$ cat config.mk
export PLATFORM = sky130hd
export DESIGN_NAME = l2_port_arbiter
export DESIGN_NICKNAME = d
export VERILOG_FILES = /design/src/rtl/l2_port_arbiter_pkg.sv /design/src/rtl/l2_port_arbiter_rr_pick.sv /design/src/rtl/l2_port_arbiter.sv
export SDC_FILE = /design/constraint.sdc
export NUM_CORES = 1
export LEC_CHECK = 0
export ABC_AREA = 1
export BUFFER_PORTS_ARGS = -buffer_cell sky130_fd_sc_hd__buf_2
export CAP_MARGIN = 20
export CORE_AREA = 2 2 292 294
export DETAILED_ROUTE_END_ITERATION = 6
export DIE_AREA = 0 0 294 296
export PLACE_DENSITY = 0.3
export SLEW_MARGIN = 25
export SYNTH_ARGS = -nofsm -noshare
export SYNTH_HDL_FRONTEND = slang
export SYNTH_SLANG_ARGS = --single-unit
$ cat constraint.sdc
create_clock -name clock -period 4.75 [get_ports clock]
set_input_delay 0.475 -clock clock [delete_from_list [all_inputs] [get_ports clock]]
set_output_delay 0.475 -clock clock [all_outputs]
set_load 0.01 [all_outputs]
$ cat src/rtl/l2_port_arbiter_pkg.sv
// Shared types for the L2 port arbiter: FSM state encoding, cache word-block type
// and the round-robin pointer wrap helper.
package l2_port_arbiter_pkg;

  typedef enum logic [1:0] {
    IDLE  = 2'd0,
    ISSUE = 2'd1,
    HOLD  = 2'd2
  } arb_state_t;

  localparam int WORD_W       = 32;
  localparam int CACHE_BLOCKS = 4;

  // One cache block as seen on the cache_module mem_* ports.
  typedef logic [CACHE_BLOCKS-1:0][WORD_W-1:0] word_block_t;

  // Next round-robin position after idx, wrapping modulo n (n need not be a power of 2).
  function automatic int rr_wrap(input int idx, input int n);
    return (idx + 1 >= n) ? 0 : idx + 1;
  endfunction

endpackage

$ cat src/rtl/l2_port_arbiter_rr_pick.sv
// Combinational round-robin picker: returns the first requester at or after
// rr_ptr (searching circularly) and whether any requester is active.
module l2_port_arbiter_rr_pick #(
  parameter int NUM_REQ = 2,
  parameter int IW      = 1
) (
  input  logic [NUM_REQ-1:0] req,
  input  logic [IW-1:0]      rr_ptr,
  output logic [IW-1:0]      winner,
  output logic               any_valid
);

  int idx;

  // Scan offsets from farthest to nearest so the closest requester to rr_ptr wins.
  always_comb begin
    winner    = '0;
    any_valid = |req;
    idx       = 0;
    for (int k = NUM_REQ - 1; k >= 0; k--) begin
      idx = int'(rr_ptr) + k;
      if (idx >= NUM_REQ) idx = idx - NUM_REQ;
      if (req[idx[IW-1:0]]) winner = idx[IW-1:0];
    end
  end

endmodule

$ cat src/rtl/l2_port_arbiter.sv
// Shares one single-ported L2 port between NUM_REQ cache miss engines.
// Round-robin grant in IDLE; after a write-back the grant is held for up to
// HOLD_CYCLES so the evicting cache can issue its refill before anyone else.
module l2_port_arbiter
  import l2_port_arbiter_pkg::*;
#(
  parameter int NUM_REQ     = 2,
  parameter int BLOCKS      = 4,
  parameter int HOLD_CYCLES = 2,
  localparam int IW = (NUM_REQ > 1) ? $clog2(NUM_REQ) : 1,
  localparam int HW = (HOLD_CYCLES > 1) ? $clog2(HOLD_CYCLES) : 1
) (
  input  logic                                  clock,
  input  logic                                  reset,
  input  logic [NUM_REQ-1:0]                    up_req,
  input  logic [NUM_REQ-1:0]                    up_we,
  input  logic [NUM_REQ-1:0][31:0]              up_addr,
  input  logic [NUM_REQ-1:0][BLOCKS-1:0][31:0]  up_wblock,
  output logic [NUM_REQ-1:0]                    up_miss,
  output logic [BLOCKS-1:0][31:0]               up_rblock,
  output logic                                  dn_req,
  output logic                                  dn_we,
  output logic [31:0]                           dn_addr,
  output logic [BLOCKS-1:0][31:0]               dn_wblock,
  input  logic [BLOCKS-1:0][31:0]               dn_rblock,
  input  logic                                  dn_miss,
  output logic [IW-1:0]                         grant_id,
  output logic                                  busy
);

  arb_state_t    state_reg, state_next;
  logic [IW-1:0] grant_reg, grant_next;
  logic [IW-1:0] rr_ptr_reg, rr_ptr_next;
  logic [HW-1:0] hold_cnt_reg, hold_cnt_next;

  logic [IW-1:0] winner;
  logic          any_valid;
  logic [IW-1:0] sel;
  logic          fwd;
  logic          done;

  l2_port_arbiter_rr_pick #(
    .NUM_REQ (NUM_REQ),
    .IW      (IW)
  ) u_rr_pick (
    .req       (up_req),
    .rr_ptr    (rr_ptr_reg),
    .winner    (winner),
    .any_valid (any_valid)
  );

  // In IDLE the fresh winner is forwarded with zero latency; otherwise the owner keeps the port.
  assign sel  = (state_reg == IDLE) ? winner : grant_reg;
  assign fwd  = reset & ((state_reg == IDLE) ? any_valid : up_req[grant_reg]);
  assign done = fwd & ~dn_miss;

  assign dn_req    = fwd;
  assign dn_we     = fwd & up_we[sel];
  assign dn_addr   = fwd ? up_addr[sel] : 32'd0;
  assign dn_wblock = fwd ? up_wblock[sel] : '0;
  assign up_rblock = dn_rblock;
  assign grant_id  = reset ? sel : '0;
  assign busy      = (state_reg != IDLE);

  // Only the owner sees its request finish; everyone else keeps seeing miss while requesting.
  generate
    for (genvar gi = 0; gi < NUM_REQ; gi++) begin : g_miss
      assign up_miss[gi] = reset & up_req[gi] & ~(done & (sel == IW'(gi)));
    end
  endgenerate

  // State, grant owner, round-robin pointer and hold counter registers.
  always_ff @(posedge clock or negedge reset) begin
    if (!reset) begin
      state_reg    <= IDLE;
      grant_reg    <= '0;
      rr_ptr_reg   <= '0;
      hold_cnt_reg <= '0;
    end else begin
      state_reg    <= state_next;
      grant_reg    <= grant_next;
      rr_ptr_reg   <= rr_ptr_next;
      hold_cnt_reg <= hold_cnt_next;
    end
  end

  // Next-state logic: a completed write enters HOLD, a completed read releases the port.
  always_comb begin
    state_next    = state_reg;
    grant_next    = grant_reg;
    rr_ptr_next   = rr_ptr_reg;
    hold_cnt_next = hold_cnt_reg;
    case (state_reg)
      IDLE: begin
        if (any_valid) begin
          grant_next = winner;
          if (done) begin
            if (up_we[winner]) begin
              state_next    = HOLD;
              hold_cnt_next = '0;
            end else begin
              state_next  = IDLE;
              rr_ptr_next = IW'(rr_wrap(int'(winner), NUM_REQ));
            end
          end else begin
            state_next = ISSUE;
          end
        end
      end
      ISSUE, HOLD: begin
        if (up_req[grant_reg]) begin
          if (done) begin
            if (up_we[grant_reg]) begin
              state_next    = HOLD;
              hold_cnt_next = '0;
            end else begin
              state_next  = IDLE;
              rr_ptr_next = IW'(rr_wrap(int'(grant_reg), NUM_REQ));
            end
          end else begin
            state_next = ISSUE;
          end
        end else if (state_reg == ISSUE) begin
          // Owner abandoned its request mid-transaction.
          state_next  = IDLE;
          rr_ptr_next = IW'(rr_wrap(int'(grant_reg), NUM_REQ));
        end else if (hold_cnt_reg == HW'(HOLD_CYCLES - 1)) begin
          // No refill arrived in time; let the others in.
          state_next  = IDLE;
          rr_ptr_next = IW'(rr_wrap(int'(grant_reg), NUM_REQ));
        end else begin
          hold_cnt_next = hold_cnt_reg + 1'b1;
        end
      end
      default: state_next = IDLE;
    endcase
  end

endmodule

==> flow_summary.yaml, run 1 <==
run_status:
  status: "finished clean"
floorplanning:
  die-area_um2: 87000
  die_width_um: 294
  std_cell_rows: 107
  core_area_um2: 84200
  fp.dieH_um: 296
  start_util: 0.0504
  pin_count: 749
timing:
  final_hold_viol_count: 0
  fin_crit_ps: 3430
  tightest_slew_ps: 682
  setup_tns_ps: 0
  rsz0062_at_grt: "no"
  skew_ps: 1.50
  max_freq_mhz: 292
  finalCritPeriodShare: 0.722
  setup_ws_ps: 1320
  final-setup-viol-count: 0
  slew_headroom: 0.541
  slew_viol_final: 0
detailed_routing:
  drt_iter0_drc: 129
  wirelength_mm: 32.5
  avgRoutedWirePerCell_um: 15.0
  via_per_inst: 2.79
  antenna_left: 0
  drc: 0
  first_pass_iters: 4
  num_vias: 6052
clocking:
  path_clk_slew_ps: 30
  cts_resized: 0
  cts_tree: "yes"
  cts_sinks: 5
  cts_buffers: 3
  ctsHoldBuffers: 0
  postCtsSetupRepairBufs: 0
  clock-root-buffer: "clkbuf_16"
  cts-htree-levels: 1
  clockBufferDepth: 2
  clk_latency_ps: 230
power_and_ir_drop:
  vdd_drop_max_uv: 217
  power.leakage_nw: 3.55
  cellPowerDensity_nw_per_um2: 411
  p_total_mw: 2.84
final_layout:
  largest_register_ffs: 2
  multiInputGateArea_um2: 2670
  fillCellCount: 10000
  final_common_cell: "buf_2"
  nets: 1538
  drive_gt1_frac: 0.559
  final_cell_mix: "buf_2 (492), nor2_1 (318), o21ai_0 (82)"
  seq_area_um2: 125
  layout-area-overhead-vs-synth_pct: 63.0
placement:
  hpwl_mm: 28.5
  place_ws_ps: 1480
  place.gp.congestion: 0.697
  port_buffers: 492
global_routing:
  grt_pass1_vias: 5732
  track_usage: 0.0678
  grt_max_degree: 67
  grt_pass1_wl_mm: 41.8
  grt_antenna_before_repair: 26
  grt_overflow: 0
setup_path:
  r2r_start: "state_reg[0]"
  critPathSlowestCell: "buf_4"
  crit_chain: "inv_1 -> ha_1 -> nand3_1 -> nand2_4 -> buf_4 -> o21ai_0 -> nor2_1 -> buf_2"
  cp_top_family: "simple AND/OR/NAND/NOR gates"
  cpPeakStageDelay_ps: 620
  crit_start: "state_reg[0]"
  regToRegSetupSlack_ps: 3090
  r2r_end: "hold_cnt_reg"
  critPathCaptureType: "output port"
  startpoint_type: "register"
  crit_type: "reg2out"
  r2r_cells: 9
  worstPathRequired_ps: 4280
  worstPathArrival_ps: 2960
  worst-path-buf-inv: 3
  critPathMaxFanout: 66
synthesis:
  ys_seq_area_frac: 0.0295
  syn_area_um2: 4240
  syn_nets: 1212
  synth_cell_types: 22
  yosysWarnings: 0
  synthTopCellsByArea: "nor2_1 (28%), buf_4 (23%), o21ai_2 (16%)"
  synthCells: 753
  yosys.area.top_type: "nor2_1"
  netlist.area_leader.share: 0.281
  ys_ff_latch: 5
  synth.avg_cell_area_um2: 5.63
min_path:
  hold_class: "in2async"
job:
  max_cap_viol_count: 0
cell usage after synthesis:
master and instances:
clkbuf_1 16, nand3_1 10, nand4_1 1, dfrtp_1 5, inv_2 3, buf_8 1
inv_4 1, o21ai_0 82, nand2_1 35, nor2_1 318, inv_1 12, nand2_2 3
buf_4 130, nor2_2 10, buf_12 8, a21oi_1 4, nand3b_1 1, buf_2 19
o21ai_2 79, o21ai_1 3, ha_1 4, buf_6 8
layout make-up:
class | count | area share
Inverter | 16 | 0.0105
Timing Repair Buffer | 503 | 0.377
Tap cell | 1090 | 0.197
Antenna cell | 1 | 0.000362
Sequential cell | 5 | 0.0181
Multi-Input combinational cell | 550 | 0.385
Clock buffer | 4 | 0.0114
cell families (layout without fill, tap and decap cells):
family	Yosys count	count (layout)	share of synthesized area
AOI/OAI and AO/OA	168	168	0.268
adders and majority gates	4	4	0.0118
buffers and inverters	198	523	0.344
DFF	5	5	0.0295
other	0	1	0
and+or+nand+nor	378	378	0.347
worst max-delay path by stage:
stage                          endpoint  depth (start not counted)
final                     dn_wblock[79]                          8
after CTS                 dn_wblock[79]                          8
after detailed placement  dn_wblock[79]                          8
after global placement    dn_wblock[73]                          8
after global routing      dn_wblock[73]                          8
after floorplan           dn_wblock[58]                         11
layer usage:
metal	wire length, um	up-vias	part of all wire	track usage
met5	13	-	0.00040	0
met4	651	2	0.020	0.0103
met3	3280	83	0.10	0.0198
met2	15600	518	0.48	0.126
met1	13000	2547	0.40	0.0771
li1	-	2902	-	-
through the flow:
stage	hold slack, ps	utilization	cells	instance area, um^2
2_1_floorplan	179	-	753	4240
3_3_place_gp	364	0.0812	2164	6830
3_5_place_dp	357	0.0812	2164	6830
4_1_cts	111	0.0821	2168	6910
5_1_grt	113	0.0821	2168	6910
6_report	100	0.0821	2169	6920
report_power, final:
part / internal [mW] / leakage [nW] / switching, mW
Clock: 0.112 / 0.0382 / 0.0313
Combinational: 0.860 / 3.45 / 1.76
Sequential: 0.0609 / 0.0633 / 0.0190
Total: 1.03 / 3.55 / 1.81
Power figures use the tool's default switching activity.
==> run 2, diff against run 1 <==
Settings changed: CORE_AREA 2 2 292 294 to 2 2 293 295, DIE_AREA 0 0 294 296 to 0 0 295 297.
Clock period 4.75 ns to 2.95 ns, I/O delays scaled along.
==> run 2 against run 1 <==
Against the previous run: combinational power grew 75%; largest cell class is now buffers; via count increased by 0.36%; worst hold slack better by 370 ps.
==> flow_summary.yaml, run 2 (same netlist as run 1, synthesis figures left out) <==
setup_path:
  critPathMaxFanout: 49
  worstPathRequired_ps: 2650
  worstPathArrival_ps: 2450
  startpoint_type: "register"
  critPathCaptureType: "output port"
  crit_type: "reg2out"
clocking:
  cts_buffers: 3
  path_clk_slew_ps: 40
  cts_tree: "yes"
  cts_sinks: 5
  postCtsSetupRepairBufs: 0
  clock-root-buffer: "clkbuf_16"
  clockBufferDepth: 2
  cts-htree-levels: 1
  clk_latency_ps: 230
detailed_routing:
  drc: 0
  first_pass_iters: 4
  antenna_left: 0
  wirelength_mm: 36.7
  num_vias: 6074
  avgRoutedWirePerCell_um: 16.4
  via_per_inst: 2.71
  drt_iter0_drc: 175
floorplanning:
  die-area_um2: 87600
  fp.dieH_um: 297
  core_area_um2: 84500
  die_width_um: 295
  std_cell_rows: 107
  pin_count: 749
  start_util: 0.0502
power_and_ir_drop:
  power.leakage_nw: 3.65
  cellPowerDensity_nw_per_um2: 690
  vdd_drop_max_uv: 418
final_layout:
  layout-area-overhead-vs-synth_pct: 69.0
  seq_area_um2: 125
  final_cell_mix: "buf_2 (492), nor2_1 (317), o21ai_0 (80)"
  drive_gt1_frac: 0.567
  final_common_cell: "buf_2"
  largest_register_ffs: 2
  nets: 1555
  fillCellCount: 10100
  multiInputGateArea_um2: 2670
min_path:
  hold_class: "reg2reg"
timing:
  slew_viol_final: 0
  skew_ps: 1.97
  fin_hold_ws_ps: 466
  slew_headroom: 0.681
  fin_crit_ps: 2750
  setup_tns_ps: 0
  finalCritPeriodShare: 0.931
  tightest_slew_ps: 474
  rsz0062_at_grt: "no"
  max_freq_mhz: 364
  final-setup-viol-count: 0
  final_hold_viol_count: 0
global_routing:
  grt_overflow: 0
  grt_pass1_vias: 6130
  grt-busiest-layer: "met2"
  grt_max_degree: 68
  grt_use_met3: 0.0294
  grt_antenna_before_repair: 28
  use_met2: 0.143
  grt_use_met1: 0.0822
  grt_pass1_wl_mm: 47.3
  track_usage: 0.0776
placement:
  place.gp.congestion: 0.706
  hpwl_mm: 32.5
  port_buffers: 492
job:
  max_cap_viol_count: 0
run_status:
  status: "finished clean"
run 2: cell types whose count changed in the layout (fill, tap and decap cells not counted), moves of 2 or more:
| cell | previous run | this run |
|---|---|---|
| buf_12 | 5 | 7 |
| buf_4 | 6 | 18 |
| o21ai_0 | 82 | 80 |
| o21ai_1 | 3 | 5 |
run 2: final timing paths:
path	from	endpoint	slack (ps)	depth (start not counted)
worst max-delay path	state_reg[1]	dn_wblock[60]	200	9
worst min-delay path	rr_ptr_reg	rr_ptr_reg	470	2
worst max register to register	state_reg[1]	state_reg[1]	1330	8
worst min register to register	rr_ptr_reg	rr_ptr_reg	470	2
max in group asynchronous	reset	grant_reg	2210	2
min in group asynchronous	reset	hold_cnt_reg	500	2
run 2: layout make-up:
class	count	share of cell area
timing repair buffer	520	0.389
multi-input combinational	550	0.372
tap	1144	0.200
sequential	5	0.0175
clock buffer	4	0.0110
inverter	16	0.0105
antenna	1	0.000349
run 2: per-layer routing:
layer,up-vias,routed length (um)
li1,2941,-
met1,2536,13700
met2,493,17700
met3,100,4290
met4,4,1030
met5,-,25
run 2: per-stage QoR:
stage | total power [mW] | instance area [um^2] | worst slack, ps | std cells | utilization
4_1_cts | 5.09 | 7150 | 51.6 | 2239 | 0.0846
6_report | 4.95 | 7170 | 204 | 2240 | 0.0849
2_1_floorplan | 3.04 | 4240 | 1010 | 753 | -
5_1_grt | 5.53 | 7170 | 31.7 | 2240 | 0.0849
3_5_place_dp | 4.84 | 7060 | 165 | 2234 | 0.0836
3_3_place_gp | 4.93 | 7060 | 140 | 2234 | 0.0836
run 2: report_power, final:
part | switching, mW | internal (mW)
clock network | 0.0476 | 0.179
registers | 0.0307 | 0.0981
logic | 3.03 | 1.56
run 2: repair_timing:
action                                  CTS  global route
resized for setup                         1             6
hold buffers                              1             0
endpoints found under the setup margin    1             7
gates cloned                              0             0
endpoints found under the hold margin     5             0
run 2: critical path: stages, from the launching register on:
cell	delay [ps]
dfrtp_1	400
inv_1	100
ha_2	270
nand3_1	160
nand2_4	210
buf_16	260
buf_4	280
o21ai_2	70
nor2_1	210
buf_2	190
